## src/rtl/fetch_unit_fq.sv

```systemverilog
// fetch_unit_fq: BTB/DIRP-predicted instruction fetch with a
// checkpointed circular RAS and a registered fetch queue to dispatch.
package fetch_unit_fq_pkg;
    typedef enum logic {
        FU_DEFAULT = 1'b0,
        FU_HALT    = 1'b1
    } fetch_unit_state_t;

    typedef enum logic [1:0] {
        STRONG_NT = 2'b00,
        WEAK_NT   = 2'b01,
        WEAK_T    = 2'b10,
        STRONG_T  = 2'b11
    } dirp_state_t;

    localparam logic [5:0] OP_RTYPE = 6'h00;
    localparam logic [5:0] OP_J     = 6'h02;
    localparam logic [5:0] OP_JAL   = 6'h03;
    localparam logic [5:0] OP_BEQ   = 6'h04;
    localparam logic [5:0] OP_BNE   = 6'h05;
    localparam logic [5:0] OP_HALT  = 6'h3F;
    localparam logic [5:0] FN_JR    = 6'h08;
endpackage

module fetch_unit_fq
    import fetch_unit_fq_pkg::*;
#(
    parameter logic [15:0] PC_RESET_VAL  = 16'h0,
    parameter int          BTB_FRAMES    = 8,
    parameter int          BTB_TAG_WIDTH = 4,
    parameter int          RAS_DEPTH     = 8,
    parameter int          FQ_DEPTH      = 4
) (
    input  logic                         CLK,
    input  logic                         nRST,
    output logic                         DUT_error,
    input  logic                         from_pipeline_BTB_DIRP_update,
    input  logic [13:0]                  from_pipeline_BTB_DIRP_PC,
    input  logic [13:0]                  from_pipeline_BTB_target,
    input  logic                         from_pipeline_DIRP_taken,
    input  logic                         from_pipeline_take_resolved,
    input  logic [13:0]                  from_pipeline_resolved_PC,
    input  logic [$clog2(RAS_DEPTH)-1:0] from_pipeline_RAS_index,
    input  logic                         icache_hit,
    input  logic [31:0]                  icache_load,
    output logic                         icache_REN,
    output logic [31:0]                  icache_addr,
    output logic                         icache_halt,
    input  logic                         core_control_halt,
    output logic                         to_pipeline_valid,
    input  logic                         to_pipeline_ready,
    output logic [31:0]                  to_pipeline_instr,
    output logic [13:0]                  to_pipeline_PC,
    output logic [13:0]                  to_pipeline_nPC,
    output logic [$clog2(RAS_DEPTH)-1:0] to_pipeline_RAS_index,
    output fetch_unit_state_t            FU_state_out
);
    localparam int LOG_BTB = $clog2(BTB_FRAMES);
    localparam int LOG_RAS = $clog2(RAS_DEPTH);
    localparam int LOG_FQ  = $clog2(FQ_DEPTH);
    localparam int TAG_MSB = LOG_BTB + BTB_TAG_WIDTH - 1;
    localparam logic [LOG_FQ:0] FQ_FULL = (LOG_FQ + 1)'(FQ_DEPTH);

    fetch_unit_state_t state, next_state;
    logic [13:0] pc, pc_plus1, npc;
    logic        accept, enq, deq, flush;

    logic [5:0] opcode;
    logic       is_branch, is_j, is_jal, is_jr31, is_halt;

    logic [BTB_TAG_WIDTH-1:0] btb_tag    [BTB_FRAMES];
    logic [13:0]              btb_target [BTB_FRAMES];
    dirp_state_t              btb_dirp   [BTB_FRAMES];
    logic [LOG_BTB-1:0]       pred_idx, upd_idx;
    logic [BTB_TAG_WIDTH-1:0] pred_tag, upd_tag;
    logic                     pred_taken;
    dirp_state_t              upd_dirp;
    logic                     unused_upd_pc;

    logic [13:0]        ras [RAS_DEPTH];
    logic [LOG_RAS-1:0] ras_w, ras_top;

    logic [31:0]        fq_instr [FQ_DEPTH];
    logic [13:0]        fq_pc    [FQ_DEPTH];
    logic [13:0]        fq_npc   [FQ_DEPTH];
    logic [LOG_RAS-1:0] fq_ras   [FQ_DEPTH];
    logic [LOG_FQ-1:0]  fq_head, fq_tail;
    logic [LOG_FQ:0]    fq_count;

    assign flush     = from_pipeline_take_resolved;
    assign opcode    = icache_load[31:26];
    assign is_branch = (opcode == OP_BEQ) || (opcode == OP_BNE);
    assign is_j      = (opcode == OP_J);
    assign is_jal    = (opcode == OP_JAL);
    assign is_jr31   = (opcode == OP_RTYPE) &&
                       (icache_load[25:21] == 5'd31) &&
                       (icache_load[5:0] == FN_JR);
    assign is_halt   = (opcode == OP_HALT);

    assign pc_plus1   = pc + 14'd1;
    assign pred_idx   = pc[LOG_BTB-1:0];
    assign pred_tag   = pc[TAG_MSB:LOG_BTB];
    assign pred_taken = (btb_tag[pred_idx] == pred_tag) &&
                        ((btb_dirp[pred_idx] == WEAK_T) ||
                         (btb_dirp[pred_idx] == STRONG_T));
    assign upd_idx       = from_pipeline_BTB_DIRP_PC[LOG_BTB-1:0];
    assign upd_tag       = from_pipeline_BTB_DIRP_PC[TAG_MSB:LOG_BTB];
    assign unused_upd_pc = ^from_pipeline_BTB_DIRP_PC;
    assign ras_top       = ras_w - LOG_RAS'(1);

    assign icache_REN  = (state == FU_DEFAULT) && (fq_count < FQ_FULL) &&
                         !core_control_halt && !flush;
    assign icache_addr = {16'h0, pc, 2'b00};
    assign accept      = icache_hit && icache_REN;
    assign enq         = accept;

    assign to_pipeline_valid     = (fq_count != '0) && !core_control_halt;
    assign deq                   = to_pipeline_valid && to_pipeline_ready && !flush;
    assign to_pipeline_instr     = fq_instr[fq_head];
    assign to_pipeline_PC        = fq_pc[fq_head];
    assign to_pipeline_nPC       = fq_npc[fq_head];
    assign to_pipeline_RAS_index = fq_ras[fq_head];
    assign FU_state_out          = state;

    // Predict the next PC from pre-decode and pick the next fetch state.
    always_comb begin
        npc        = pc_plus1;
        next_state = state;
        unique case (1'b1)
            is_branch:    npc = pred_taken ? btb_target[pred_idx] : pc_plus1;
            is_j, is_jal: npc = icache_load[13:0];
            is_jr31:      npc = ras[ras_top];
            is_halt:      npc = pc;
            default:      npc = pc_plus1;
        endcase
        if (flush)
            next_state = FU_DEFAULT;
        else if (accept && is_halt)
            next_state = FU_HALT;
    end

    // New 2-bit direction state for the entry being trained.
    always_comb begin
        upd_dirp = btb_dirp[upd_idx];
        if (btb_tag[upd_idx] != upd_tag)
            upd_dirp = from_pipeline_DIRP_taken ? WEAK_T : WEAK_NT;
        else if (from_pipeline_DIRP_taken)
            case (btb_dirp[upd_idx])
                STRONG_NT: upd_dirp = WEAK_NT;
                default:   upd_dirp = STRONG_T;
            endcase
        else
            case (btb_dirp[upd_idx])
                STRONG_T: upd_dirp = WEAK_T;
                default:  upd_dirp = STRONG_NT;
            endcase
    end

    // Fetch state register.
    always_ff @(posedge CLK or negedge nRST) begin
        if (!nRST)
            state <= FU_DEFAULT;
        else
            state <= next_state;
    end

    // PC and RAS pointer: restart restores, accept advances.
    always_ff @(posedge CLK or negedge nRST) begin
        if (!nRST) begin
            pc    <= PC_RESET_VAL[15:2];
            ras_w <= '0;
        end else if (flush) begin
            pc    <= from_pipeline_resolved_PC;
            ras_w <= from_pipeline_RAS_index;
        end else if (accept) begin
            pc <= npc;
            if (is_jal)
                ras_w <= ras_w + LOG_RAS'(1);
            else if (is_jr31)
                ras_w <= ras_top;
        end
    end

    // RAS storage: JAL pushes its return word address.
    always_ff @(posedge CLK or negedge nRST) begin
        if (!nRST) begin
            for (int i = 0; i < RAS_DEPTH; i++)
                ras[i] <= '0;
        end else if (accept && is_jal) begin
            ras[ras_w] <= pc_plus1;
        end
    end

    // BTB training from resolved branches, independent of restart.
    always_ff @(posedge CLK or negedge nRST) begin
        if (!nRST) begin
            for (int i = 0; i < BTB_FRAMES; i++) begin
                btb_tag[i]    <= '0;
                btb_target[i] <= '0;
                btb_dirp[i]   <= WEAK_NT;
            end
        end else if (from_pipeline_BTB_DIRP_update) begin
            btb_tag[upd_idx]    <= upd_tag;
            btb_target[upd_idx] <= from_pipeline_BTB_target;
            btb_dirp[upd_idx]   <= upd_dirp;
        end
    end

    // Fetch queue: circular buffer, flushed by restart.
    always_ff @(posedge CLK or negedge nRST) begin
        if (!nRST) begin
            fq_head  <= '0;
            fq_tail  <= '0;
            fq_count <= '0;
            for (int i = 0; i < FQ_DEPTH; i++) begin
                fq_instr[i] <= '0;
                fq_pc[i]    <= '0;
                fq_npc[i]   <= '0;
                fq_ras[i]   <= '0;
            end
        end else if (flush) begin
            fq_head  <= '0;
            fq_tail  <= '0;
            fq_count <= '0;
        end else begin
            if (enq) begin
                fq_instr[fq_tail] <= icache_load;
                fq_pc[fq_tail]    <= pc;
                fq_npc[fq_tail]   <= npc;
                fq_ras[fq_tail]   <= ras_w;
                fq_tail           <= fq_tail + LOG_FQ'(1);
            end
            if (deq)
                fq_head <= fq_head + LOG_FQ'(1);
            case ({enq, deq})
                2'b10:   fq_count <= fq_count + (LOG_FQ + 1)'(1);
                2'b01:   fq_count <= fq_count - (LOG_FQ + 1)'(1);
                default: fq_count <= fq_count;
            endcase
        end
    end

    // Sticky I$ halt and one-cycle unexpected-response flag.
    always_ff @(posedge CLK or negedge nRST) begin
        if (!nRST) begin
            icache_halt <= 1'b0;
            DUT_error   <= 1'b0;
        end else begin
            icache_halt <= icache_halt | core_control_halt;
            DUT_error   <= icache_hit & ~icache_REN & ~flush;
        end
    end
endmodule

```

## config.mk

```make
export PLATFORM = sky130hd
export DESIGN_NAME = fetch_unit_fq
export DESIGN_NICKNAME = d
export VERILOG_FILES = /design/src/rtl/fetch_unit_fq.sv
export SDC_FILE = /design/constraint.sdc
export NUM_CORES = 1
export LEC_CHECK = 0
export CAP_MARGIN = 25
export CORE_ASPECT_RATIO = 0.7
export CORE_MARGIN = 3
export CORE_UTILIZATION = 36
export DETAILED_ROUTE_END_ITERATION = 16
export HOLD_SLACK_MARGIN = 0.08
export PLACE_DENSITY_LB_ADDON = 0.15
export SYNTH_ARGS = -nofsm -noshare
export SYNTH_HDL_FRONTEND = slang
export SYNTH_SLANG_ARGS = --single-unit
```

## constraint.sdc

```tcl
create_clock -name CLK -period 9.8 [get_ports CLK]
set_input_delay 1.47 -clock CLK [delete_from_list [all_inputs] [get_ports CLK]]
set_output_delay 1.47 -clock CLK [all_outputs]
set_load 0.01 [all_outputs]
```

# After elaboration in Yosys (flattened, before gate mapping)

Cells that the tools add are included.

$add $sub $neg: 7
Magnitude comparators: 10
Equality and inequality tests: 14
Mux-type cells: 73
Bitwise gates (word level): 12
Reductions and logical operators: 30

Operators by type and width:

| operator              | count |
|---|---|
| $bwmux 112            | 2 |
| $mux 14               | 14 |
| $bwmux 128            | 1 |
| $bwmux 56             | 2 |
| $mux 32               | 3 |
| $bmux 14 s3           | 2 |
| $demux 14 s3          | 2 |
| $bmux 32 s2           | 1 |
| $demux 32 s2          | 1 |
| $bmux 14 s2           | 2 |
| $pmux 14 s4           | 1 |
| $bwmux 32             | 1 |
| $demux 14 s2          | 1 |
| $mux 2                | 14 |
| $bmux 4 s3            | 2 |
| $mux 3                | 8 |
| $mux 4                | 5 |
| $bwmux 16             | 1 |
| $ge 4x4->1 const B    | 4 |
| $not 3->4             | 4 |
| $logic_and 1x1->1     | 15 |
| $add 14x1->14 const B | 1 |
| $bmux 2 s3            | 2 |
| $bwmux 12             | 1 |
| 34 further kinds      | 56 |

Register bits after elaboration: 551
Bits of input ports: 85
Output and inout bits: 100
Word-level logic and storage cells: 202

# Depth between registers and ports, before layout

Depth in word-level cells: 11
Mapped depth: 11
Mapped depth without buffers: 8

# Worst setup path before layout

OpenSTA, ideal clock, no wires.

Path type: input port to flip-flop
From: input from_pipeline_take_resolved
To: register fq_count[2]
Data arrival time: 3.670 ns
Required time: 9.722 ns
Slack: 6.052 ns
Stages: 10
Path buffers: 3
Path through: clkbuf_1 nor4_2 and2_1 buf_2 buf_1 nor3_1 fa_1 nor4_1 a21oi_1 a21oi_1

Word-level cells in the longest chain between the ends: 6

RTL lines:

| what                                            | RTL line | text |
|---|---|---|
| start, declared                                 | 41       | `input logic from_pipeline_take_resolved,` |
| $logic_not 1->1 (*)                             | 112      | `!core_control_halt && !flush;` |
| $logic_and 1x1->1 (*)                           | 112      |  |
| net icache_REN                                  | 46       | `output logic icache_REN,` |
| $logic_and 1x1->1 (*)                           | 114      | `assign accept = icache_hit && icache_REN;` |
| $eq 2x1->1 / $eq 2x2->1 (equally long branches) | 235      | `case ({enq, deq})` |
| $pmux 3 s2                                      | 235      |  |
| $mux 3                                          | 221      | `end else if (flush) begin` |
| end signal, assigned                            | 236      | `2'b10: fq_count <= fq_count + (LOG_FQ + 1)'(1);` |
| end signal, assigned                            | 237      | `2'b01: fq_count <= fq_count - (LOG_FQ + 1)'(1);` |
| end signal, assigned                            | 238      | `default: fq_count <= fq_count;` |
| end, declared                                   | 88       | `logic [LOG_FQ:0] fq_count;` |

The timed path passes the listed nets; every way through them passes the cells marked *.
A chain may end at the register's enable or synchronous reset.

# Worst setup path after layout

From: register fq_head[0]
To: output to_pipeline_PC[5]

Word-level cells in the longest chain between the ends: 4

RTL lines:

| what                                        | RTL line | text |
|---|---|---|
| start, declared                             | 87       | `logic [LOG_FQ-1:0] fq_head, fq_tail;` |
| start signal, assigned                      | 234      | `fq_head <= fq_head + LOG_FQ'(1);` |
| $not 2->3 (implied by the code)             | 120      | `assign to_pipeline_PC = fq_pc[fq_head];` |
| $bmux 14 s2                                 | 120      |  |
| $mux 14 (implied by the code) (2 in series) | 120      |  |
| end, declared                               | 53       | `output logic [13:0] to_pipeline_PC,` |

Every way passes these cells. The select of a mux whose other input is x is not followed.

==> flow_metrics.py <==
metrics = {
    "sta": {
        "slew_violations": 0,
        "rsz0062_at_grt": "no",
        "finalHoldViolCount": 0,
        "fmaxAchievable_mhz": 201,
        "tightestPinTransition_ns": 0.999,
        "finClkSkew_ns": 0.0331,
        "slew_headroom_pct": 33.4,
        "period_minus_slack_ns": 4.97,
        "tns_ns": 0,
        "min_period_over_period_pct": 50.7,
        "setup_viol_count_final": 0,
    },
    "power_and_ir_drop": {
        "p_per_area_nw_per_um2": 214,
        "pwr-share-comb_pct": 20.9,
        "irDropWorstVdd_mv": 0.126,
        "intPower_mw": 4.64,
        "pwr-share-clk_pct": 34.1,
        "p_leak_nw": 12.9,
        "switchingPower_mw": 1.78,
        "netSwitchingFraction_pct": 27.7,
        "seqPwrFrac_pct": 45.0,
    },
    "die": {
        "io_pins": 185,
        "die_w_um": 324,
        "rows": 81,
        "core_region_area_sq_um": 70000,
        "die_area_sq_um": 74200,
        "start_util_pct": 36.5,
        "die_y_um": 229,
    },
    "drt": {
        "drt-wirelength-per-cell_um": 23.2,
        "drc_errors": 0,
        "totalWireLength_um": 69300,
        "vias": 15900,
        "drt_iter0_markers": 1087,
        "first_pass_iters": 6,
        "postRouteAntennaNets": 0,
        "routed_via_density": 5.31,
    },
    "final_layout": {
        "drive_above_1_share_pct": 33.0,
        "final_cell_mix": "dfrtp_1 (538), mux2_2 (355), clkdlybuf4s50_1 (157)",
        "final_cells": 2992,
        "fin_area_sq_um": 30000,
        "syn2layout_area_growth_pct": 17.6,
        "final_util_pct": 42.9,
        "antenna_cells": 0,
        "layout.nets": 2086,
        "layout_commonest_cell": "dfrtp_1",
    },
    "logic_synthesis": {
        "synth_area_sq_um": 25500,
        "synth_seq_cells": 551,
        "yosys-top-cells-area": "dfrtp_1 (53%), mux2_2 (16%), mux4_2 (12%)",
        "ys_warn_count": 0,
        "synth_edf_count": 0,
        "synthFlopType": "dfrtp_1",
        "ys_types": 62,
        "synth_seq_area_share_pct": 54.0,
        "syn-instance-count": 1878,
        "async_flop_share_pct": 100,
        "synth_top_cell_by_area": "dfrtp_1",
        "netlist.area_leader.share_pct": 53.2,
        "synth.avg_cell_area_sq_um": 13.6,
    },
    "clocking": {
        "clockRootBuffer": "clkbuf_16",
        "clock_latency_ns": 0.64,
        "clkSlewWorstSetupHoldPaths_ns": 0.06,
        "h-tree-depth": 2,
        "cts_resized": 0,
        "cts.sinks": 551,
        "cts_hold_buf": 0,
        "cts_buffers": 57,
        "postCtsSetupRepairBufs": 0,
        "cts.path.max_buffers": 3,
        "cts_tree": "built",
    },
    "worst_hold_path": {
        "hold_depth": 1,
        "hold_path_class": "flop to flop",
    },
    "place": {
        "post_dp_cell_area_sq_um": 28000,
        "dpl.hpwl_um": 44100,
        "gp_congestion": 0.777,
        "io_buffers": 159,
        "place_inst": 2882,
    },
    "critical_path": {
        "criticalPathCategory": "flop to output port",
        "arrival_ns": 3.50,
        "critPathSlowestCell": "dfrtp_4",
        "start_kind": "flop",
        "worstPathMaxFanout": 34,
        "end_kind": "output port",
        "crit_chain": "buf_4 -> mux4_2 -> clkdlybuf4s50_1",
        "r2r_cells": 8,
        "cp.required_ns": 8.33,
        "critPathMaxStageDelay_ns": 0.93,
    },
    "run_status": {
        "status": "finished, final reports clean",
    },
    "grt": {
        "grt_pass1_wl_um": 107000,
        "grtUsageTotal_pct": 18.7,
        "grt_max_degree": 87,
        "gr-total-overflow": 0,
        "antenna_found_initial": 1,
        "grt_pass1_vias": 16400,
    },
    "run": {
        "drv_cap": 0,
    },
}
==> layer usage <==
metal / wire [um] / part of all wire, % / GRT usage [%] / up-vias
met1: 33500 / 48 / 28.4 / 8378
met4: 1360 / 2.0 / 4.34 / 2
met3: 3830 / 5.5 / 3.40 / 78
li1: - / - / - / 7060
met2: 30600 / 44 / 27.8 / 382
met5: 10 / 0.014 / 0 / -
==> kinds of logic (layout without fill, tap and decap cells) <==
| group | after synthesis | in the layout | share of synthesized area, % |
|---|---|---|---|
| AO/OA/AOI/OAI | 268 | 268 | 6.24 |
| XOR/XNOR | 26 | 26 | 0.892 |
| adder cells (fa/ha/maj) | 10 | 10 | 0.500 |
| buffers and inverters | 177 | 320 | 3.14 |
| flip-flops | 551 | 551 | 54.0 |
| multiplexers | 543 | 543 | 29.9 |
| other | 1 | 18 | 0.0147 |
| AND/OR/NAND/NOR | 302 | 302 | 5.32 |
==> Yosys cell counts, types with 3 or more instances <==
library cell  number
and3_1             6
mux4_1             3
a22o_1             4
mux2i_1           49
o21ai_0          135
mux4_2           136
buf_1             16
nand2_1          140
nor2_1            84
nor4_1             8
nand2b_1           3
inv_1             12
nor3b_1            3
a211o_1            3
mux2_2           355
nand4_1            4
clkbuf_1         106
buf_6              3
nor3_1             4
ha_1               7
a311oi_2          10
a22oi_1           19
nand3_1           24
nand4b_1           3
dfrtp_1          543
nor3_2             3
o21ai_1           17
a21oi_1           65
xor2_1            18
buf_4             21
a21o_1             5
and4_1             3
xnor2_1            8
and2_1             5
dfstp_2            8
buf_2             15
==> worst paths after layout <==
check	end	slack [ns]	start
setup / recovery	to_pipeline_PC[5]	4.83	fq_head[0]
hold / removal	icache_halt	0.47	icache_halt
setup reg to reg	fq_npc[36]	5.72	pc[0]
hold reg to reg	icache_halt	0.47	icache_halt
max in group asynchronous	btb_target[89]	7.22	nRST
min in group asynchronous	fq_instr[100]	0.80	nRST
==> worst max-delay path: cells and delay by family, from the launching register on <==
| family | cells | cell delay [ns] |
|---|---|---|
| buffers and inverters | 2 | 1.30 |
| flip-flops | 1 | 0.93 |
| multiplexers | 1 | 0.59 |
==> per-stage QoR <==
stage / setup WS (ns) / hold slack [ns] / total power, mW
after floorplan: 6.05 / 0.442 / 3.71
after global placement: 4.84 / 0.451 / 4.24
after detailed placement: 4.81 / 0.455 / 4.29
after CTS: 4.70 / 0.470 / 6.50
after global routing: 4.57 / 0.485 / 6.75
final: 4.83 / 0.468 / 6.42
==> layout make-up <==
type	count	area, sq um
multi-input cells	1167	11100
flip-flops and latches	551	13800
clock buffers	85	1650
clock inverters	19	230
well taps	954	1190
inverters	14	52.6
fillers	6423	40000
repair buffers	202	2040
==> power groups by stage <==
stage | Clock (mW) | Sequential (mW) | Combinational (mW)
after floorplan | 0 | 2.83 | 0.879
after CTS | 2.25 | 2.89 | 1.36
after global placement | 0 | 2.91 | 1.33
final | 2.19 | 2.89 | 1.34
after global routing | 2.35 | 2.94 | 1.45
after detailed placement | 0 | 2.93 | 1.36
==> state kept, by name, summed over array words and instances, names as in the netlist <==
signal	flops
fq_head	2
FU_state_out	1
ras	112
DUT_error	1
fq_count	3
fq_pc	56
ras_w	3
btb_target	112
fq_ras	12
btb_tag	32
pc	14
fq_tail	2
fq_instr	128
icache_halt	1
btb_dirp	16
fq_npc	56
Note: power is estimated with default switching activity, not from simulation.
